==> config.mk <==
export PLATFORM = sky130hd
export DESIGN_NAME = cpu_wb_fetch_pipe_master
export DESIGN_NICKNAME = d
export VERILOG_FILES = /design/src/rtl/cpu_wb_pkg.sv /design/src/rtl/cpu_wb_fetch_addr_fifo.sv /design/src/rtl/cpu_wb_fetch_pipe_master.sv
export SDC_FILE = /design/constraint.sdc
export NUM_CORES = 1
export LEC_CHECK = 0
export CAP_MARGIN = 20
export CORE_UTILIZATION = 52
export CTS_CLUSTER_DIAMETER = 100
export DETAILED_ROUTE_END_ITERATION = 6
export PLACE_DENSITY = 0.91
export SLEW_MARGIN = 20
export SYNTH_ARGS = -nofsm -noshare
export SYNTH_HDL_FRONTEND = slang
export SYNTH_SLANG_ARGS = --single-unit
==> constraint.sdc <==
create_clock -name CLK_I -period 2.8 [get_ports CLK_I]
set_input_delay 0.28 -clock CLK_I [delete_from_list [all_inputs] [get_ports CLK_I]]
set_output_delay 0.28 -clock CLK_I [all_outputs]
set_load 0.03 [all_outputs]
==> src/rtl/cpu_wb_pkg.sv <==
// Shared widths and response bundle for the Wishbone instruction-fetch master.
package cpu_wb_pkg;

  localparam int WB_ADDR_W = 32;
  localparam int WB_DATA_W = 32;

  typedef struct packed {
    logic [WB_DATA_W-1:0] data;
    logic [WB_ADDR_W-1:0] addr;
    logic                 err;
  } fetch_rsp_t;

endpackage

==> src/rtl/cpu_wb_fetch_addr_fifo.sv <==
// Address FIFO tracking issued fetch addresses until their termination.
module cpu_wb_fetch_addr_fifo #(
  parameter int DEPTH = 4,
  parameter int WIDTH = 32
) (
  input  logic             clk_i,
  input  logic             rst_ni,
  input  logic             push_i,
  input  logic             pop_i,
  input  logic [WIDTH-1:0] data_i,
  output logic [WIDTH-1:0] data_o,
  output logic             full_o,
  output logic             empty_o
);

  localparam int AW = $clog2(DEPTH);

  logic [WIDTH-1:0] mem_q [DEPTH];
  logic [AW:0]      wr_q, wr_d;
  logic [AW:0]      rd_q, rd_d;

  assign wr_d    = push_i ? wr_q + 1'b1 : wr_q;
  assign rd_d    = pop_i  ? rd_q + 1'b1 : rd_q;
  assign data_o  = mem_q[rd_q[AW-1:0]];
  assign empty_o = (wr_q == rd_q);
  assign full_o  = (wr_q[AW] != rd_q[AW]) &&
                   (wr_q[AW-1:0] == rd_q[AW-1:0]);

  always_ff @(posedge clk_i or negedge rst_ni) begin
    if (!rst_ni) begin
      wr_q <= '0;
      rd_q <= '0;
    end else begin
      wr_q <= wr_d;
      rd_q <= rd_d;
    end
  end

  always_ff @(posedge clk_i) begin
    if (push_i) mem_q[wr_q[AW-1:0]] <= data_i;
  end

endmodule

==> src/rtl/cpu_wb_fetch_pipe_master.sv <==
// Pipelined Wishbone B4 fetch master with flush/drop tracking.
// Define CPU_FETCH_WB_ERR_EN to let ERR_I terminate reads and report errors.
module cpu_wb_fetch_pipe_master
  import cpu_wb_pkg::*;
#(
  parameter int WISHBONE_ADDR_WIDTH = WB_ADDR_W,
  parameter int WISHBONE_BUS_WIDTH  = WB_DATA_W,
  parameter int MAX_OUTSTANDING     = 4
) (
  input  logic                           CLK_I,
  input  logic                           RST_NI,
  input  logic                           CPU_FETCH_CMD_VALID_I,
  output logic                           CPU_FETCH_CMD_READY_O,
  input  logic [WISHBONE_ADDR_WIDTH-1:0] CPU_FETCH_CMD_ADDR_I,
  input  logic                           CPU_FETCH_FLUSH_I,
  output logic [WISHBONE_BUS_WIDTH-1:0]  CPU_FETCH_CMD_RDATA_O,
  output logic [WISHBONE_ADDR_WIDTH-1:0] CPU_FETCH_CMD_RADDR_O,
  output logic                           CPU_FETCH_CMD_RDATA_VALID_O,
  output logic                           CPU_FETCH_CMD_RDATA_ERR_O,
  output logic                           CPU_FETCH_WBM_CYC_O,
  output logic                           CPU_FETCH_WBM_STB_O,
  output logic [WISHBONE_ADDR_WIDTH-1:0] CPU_FETCH_WBM_ADR_O,
  input  logic [WISHBONE_BUS_WIDTH-1:0]  CPU_FETCH_WBM_DAT_I,
  input  logic                           CPU_FETCH_WBM_ACK_I,
  input  logic                           CPU_FETCH_WBM_ERR_I,
  input  logic                           CPU_FETCH_WBM_STALL_I
);

  localparam int CW = $clog2(MAX_OUTSTANDING) + 1;
  localparam logic [CW:0] MAXV = (CW+1)'(MAX_OUTSTANDING);

  logic                           stb_q, stb_d;
  logic [WISHBONE_ADDR_WIDTH-1:0] adr_q, adr_d;
  logic [CW-1:0]                  cnt_q, cnt_d;
  logic [CW-1:0]                  drop_q, drop_d;
  logic                           rv_q, err_q;
  logic [WISHBONE_BUS_WIDTH-1:0]  rdata_q;
  logic [WISHBONE_ADDR_WIDTH-1:0] raddr_q;
  logic [WISHBONE_ADDR_WIDTH-1:0] head;
  logic [CW:0]                    t_tot;
  logic fifo_full, fifo_empty;
  logic term_raw, term_err, term;
  logic ready, accept, issue, rsp_fire;

`ifdef CPU_FETCH_WB_ERR_EN
  assign term_raw = CPU_FETCH_WBM_ACK_I | CPU_FETCH_WBM_ERR_I;
  assign term_err = CPU_FETCH_WBM_ERR_I;
`else
  logic unused_err;
  assign unused_err = CPU_FETCH_WBM_ERR_I;
  assign term_raw   = CPU_FETCH_WBM_ACK_I;
  assign term_err   = 1'b0;
`endif

  // Stray terminations with nothing in flight are ignored.
  assign term   = term_raw && !fifo_empty;
  assign issue  = stb_q && !CPU_FETCH_WBM_STALL_I;
  assign t_tot  = {1'b0, cnt_q} + {{CW{1'b0}}, stb_q};
  assign ready  = RST_NI && !CPU_FETCH_FLUSH_I && !fifo_full &&
                  (!stb_q || !CPU_FETCH_WBM_STALL_I) &&
                  (t_tot < MAXV);
  assign accept = CPU_FETCH_CMD_VALID_I && ready;

  assign cnt_d = cnt_q + {{(CW-1){1'b0}}, issue}
                       - {{(CW-1){1'b0}}, term};
  assign rsp_fire = term && !CPU_FETCH_FLUSH_I && (drop_q == '0);

  always_comb begin
    stb_d  = stb_q;
    adr_d  = adr_q;
    drop_d = drop_q;
    if (CPU_FETCH_FLUSH_I) begin
      stb_d  = 1'b0;
      drop_d = cnt_d;
    end else begin
      if (accept) begin
        stb_d = 1'b1;
        adr_d = CPU_FETCH_CMD_ADDR_I;
      end else if (issue) begin
        stb_d = 1'b0;
      end
      if (term && drop_q != '0) drop_d = drop_q - 1'b1;
    end
  end

  always_ff @(posedge CLK_I or negedge RST_NI) begin
    if (!RST_NI) begin
      stb_q   <= 1'b0;
      adr_q   <= '0;
      cnt_q   <= '0;
      drop_q  <= '0;
      rv_q    <= 1'b0;
      err_q   <= 1'b0;
      rdata_q <= '0;
      raddr_q <= '0;
    end else begin
      stb_q  <= stb_d;
      adr_q  <= adr_d;
      cnt_q  <= cnt_d;
      drop_q <= drop_d;
      rv_q   <= rsp_fire;
      err_q  <= rsp_fire & term_err;
      if (rsp_fire) begin
        rdata_q <= CPU_FETCH_WBM_DAT_I;
        raddr_q <= head;
      end
    end
  end

  cpu_wb_fetch_addr_fifo #(
    .DEPTH (MAX_OUTSTANDING),
    .WIDTH (WISHBONE_ADDR_WIDTH)
  ) u_fifo (
    .clk_i   (CLK_I),
    .rst_ni  (RST_NI),
    .push_i  (issue),
    .pop_i   (term),
    .data_i  (adr_q),
    .data_o  (head),
    .full_o  (fifo_full),
    .empty_o (fifo_empty)
  );

  assign CPU_FETCH_CMD_READY_O       = ready;
  assign CPU_FETCH_CMD_RDATA_O       = rdata_q;
  assign CPU_FETCH_CMD_RADDR_O       = raddr_q;
  assign CPU_FETCH_CMD_RDATA_VALID_O = rv_q;
  assign CPU_FETCH_CMD_RDATA_ERR_O   = err_q;
  assign CPU_FETCH_WBM_STB_O         = stb_q;
  assign CPU_FETCH_WBM_ADR_O         = adr_q;
  assign CPU_FETCH_WBM_CYC_O         = stb_q || (cnt_q != '0);

endmodule

==> results.sh <==
export IMPL_status="complete, no violations"
export IMPL_hold_viol=0
export IMPL_antenna_found_initial=0
export IMPL_stdcell_count=891
export IMPL_synth_top_area_cell="edfxtp_1"
export IMPL_hp_class="in2async"
export IMPL_rsz0062_at_grt="false"
export IMPL_cp_end_kind="register"
export IMPL_max_stage_delay_ns=0.45
export IMPL_vias=4808
export IMPL_vias_per_cell=5.40
export IMPL_stdcell_area_um2=12100
export IMPL_reg2reg_setup_slack_ns=0.21
export IMPL_area_growth_synth_to_final_pct=31.4
export IMPL_die_h_um=135
export IMPL_mostFrequentLayoutCell="clkdlybuf4s50_1"
export IMPL_root_buffer="clkbuf_16"
export IMPL_avgSynthCellArea_um2=20.1
export IMPL_grt_usage=0.208
export IMPL_r2r_end="drop_q[2]"
export IMPL_path_cells="xor2_2 -> o31ai_4 -> inv_1 -> ha_1 -> inv_1 -> ha_1 -> fa_1 -> xnor2_1 -> nor2_1 -> a31oi_1"
export IMPL_die_area_um2=18300
export IMPL_dr_pass1_iters=6
export IMPL_io_pins=172
export IMPL_maxCapViolCount=0
export IMPL_setup_violations=0
export IMPL_ir_worst_vdd_v=0.000818
export IMPL_dpl_hpwl_um=11700
export IMPL_place_congestion=0.790
export IMPL_yosysWarnings=0
export IMPL_num_nets_final=729
export IMPL_postPlaceCellArea_um2=11200
export IMPL_critPathMaxFanout=4
export IMPL_slew_headroom=0.487
export IMPL_fmaxAchievable_mhz=386
export IMPL_fin_crit_sh=0.924
export IMPL_seq_area_frac_synth=0.714
export IMPL_clock_path_buffers=3
export IMPL_rr_worst_depth=10
export IMPL_grt_max_degree=52
export IMPL_slowest_stage="dfrtp_1"
export IMPL_syn_nets=541
export IMPL_dpl_cell_count=844
export IMPL_critPathCapture="drop_q[2]"
export IMPL_ant_nets=0
export IMPL_arrival_ns=3.03
export IMPL_wl_per_cell_um=20.5
export IMPL_path_clk_slew_ns=0.06
export IMPL_p_per_area_nw_per_um2=1190
export IMPL_synth_edff_count=128
export IMPL_overflow=0
export IMPL_period_needed_ns=2.59
export IMPL_htree_num_levels=1
export IMPL_async_reset_ff_frac=0.462
export IMPL_io_buffers=169
export IMPL_drtIter0Drc=283
export IMPL_syn_instance_count=459
export IMPL_fin_worst_skew_ns=0.0244
export IMPL_diodes=0
export IMPL_worstMarginPinSlew_ns=0.759
export IMPL_drt_wl_total_um=18300
export IMPL_ys_seq_elements=238
export IMPL_grt_pass1_wl_um=28800
export IMPL_final_cell_mix="167 x clkdlybuf4s50_1, 128 x edfxtp_1, 108 x dfrtp_1"
export IMPL_ys_types=33
export IMPL_clk_latency_ns=0.52
export IMPL_synth_area_leaders="edfxtp_1 42%, dfrtp_1 30%, mux2_4 8.0%"
export IMPL_cts_made_buffers=25
export IMPL_finalMaxSlewViolations=0
export IMPL_start_util=0.534
export IMPL_grt_pass1_vias=5241
export IMPL_drive_gt1_frac=0.287
export IMPL_whs_ns=0.245
export IMPL_cts_tree="done"
export IMPL_fin_util=0.702
export IMPL_worst_setup_path_type="reg2reg"
export IMPL_p_leak_uw=0.00481
export IMPL_post_route_drc_count=0
export IMPL_syn_area_um2=9240
export IMPL_setup_tns_ns=0
export IMPL_coreArea_um2=17300
export IMPL_rows=48
export IMPL_setup_worst_path_start="u_fifo.wr_q[0]"
export IMPL_cts_sinks=238
export IMPL_required_ns=3.24
export IMPL_die_x_um=135
export IMPL_synth_flop_cell="edfxtp_1"
export IMPL_critical_path_reg2reg_startpoint="u_fifo.wr_q[0]"
export IMPL_yosys_area_top_type_share=0.416
export IMPL_start_kind="register"
-- sequential cells by signal, summed over array words and instances, names as in the netlist, 3 cells and up --
register / count
u_fifo.rd_q: 3
CPU_FETCH_CMD_RADDR_O: 32
u_fifo.mem_q: 128
CPU_FETCH_WBM_ADR_O: 32
cnt_q: 3
drop_q: 3
u_fifo.wr_q: 3
CPU_FETCH_CMD_RDATA_O: 32
-- layout make-up --
cell class	count	area, um2
clock buffers	31	668
fillers	1041	5160
multi-input cells	189	2480
well taps	225	282
repair buffers	182	1850
clock inverters	15	206
inverters	11	41.3
flip-flops and latches	238	6600
-- worst max-delay path: cells and delay by family (launching register included) --
kind            cells  cell delay, ns
fa+ha+maj           3            0.88
simple gates        1            0.08
xor+xnor            2            0.46
compound gates      2            0.48
buf+inv             2            0.18
flops               1            0.45
-- per-layer routing --
layer / GRT usage / part of all wire / wire length, um
met5: 0 / 0 / 0
met4: 0.0637 / 0.022 / 404
met3: 0.0311 / 0.051 / 938
met2: 0.375 / 0.53 / 9730
met1: 0.260 / 0.39 / 7230
-- timing repair --
item | CTS | global route
buffers inserted | 0 | 0
hold buffers | 1 | 0
hold endpoints to repair | 19 | 0
resized for setup | 0 | 2
endpoints found under the setup margin | 0 | 2
-- through the flow --
stage	setup slack (ns)	total power [uW]
finish	0.212	14500
global route	0.0645	15100
CTS	0.0174	14600
detailed placement	0.191	11000
global placement	0.304	10800
floorplan	0.349	8880
-- cells in the mapped netlist, types with 2 or more instances --
| master | n |
|---|---|
| xnor2_1 | 6 |
| xor2_2 | 2 |
| buf_1 | 2 |
| buf_6 | 6 |
| edfxtp_1 | 128 |
| mux2_2 | 47 |
| and2_1 | 4 |
| nor2_1 | 2 |
| mux4_2 | 32 |
| clkbuf_1 | 5 |
| nor2b_1 | 2 |
| mux2_4 | 49 |
| dfrtp_1 | 110 |
| buf_2 | 6 |
| ha_1 | 10 |
| buf_4 | 2 |
| nand2_1 | 10 |
| o21ai_0 | 4 |
| xor2_1 | 3 |
| inv_1 | 11 |
| or3_1 | 2 |
| o311ai_0 | 2 |
| nand3_1 | 4 |
-- cell families after synthesis --
kind of cell | count (synthesis) | share of synthesized area
simple gates | 29 | 0.0167
xor+xnor | 11 | 0.0121
mux | 128 | 0.215
flops | 238 | 0.714
fa+ha+maj | 11 | 0.0157
buf+inv | 32 | 0.0195
other cells | 1 | 0.000406
compound gates | 9 | 0.00664
-- report_power, final --
group,internal [uW],switching [uW]
Combinational,2660,2750
Clock,2160,1310
Sequential,4830,760
-- worst min-delay path by stage --
stage	start	end	slack (ns)	cells after the start
after floorplan	RST_NI	CPU_FETCH_CMD_RADDR_O[0]	-0.02	0
after global placement	RST_NI	CPU_FETCH_WBM_ADR_O[31]	0.19	1
after detailed placement	RST_NI	CPU_FETCH_CMD_RDATA_O[23]	0.19	1
after CTS	RST_NI	CPU_FETCH_CMD_RDATA_O[23]	0.24	2
after global routing	RST_NI	CPU_FETCH_CMD_RDATA_O[23]	0.26	2
final	RST_NI	CPU_FETCH_CMD_RDATA_O[30]	0.25	2
No activity file was read; power rests on OpenSTA's default activity.
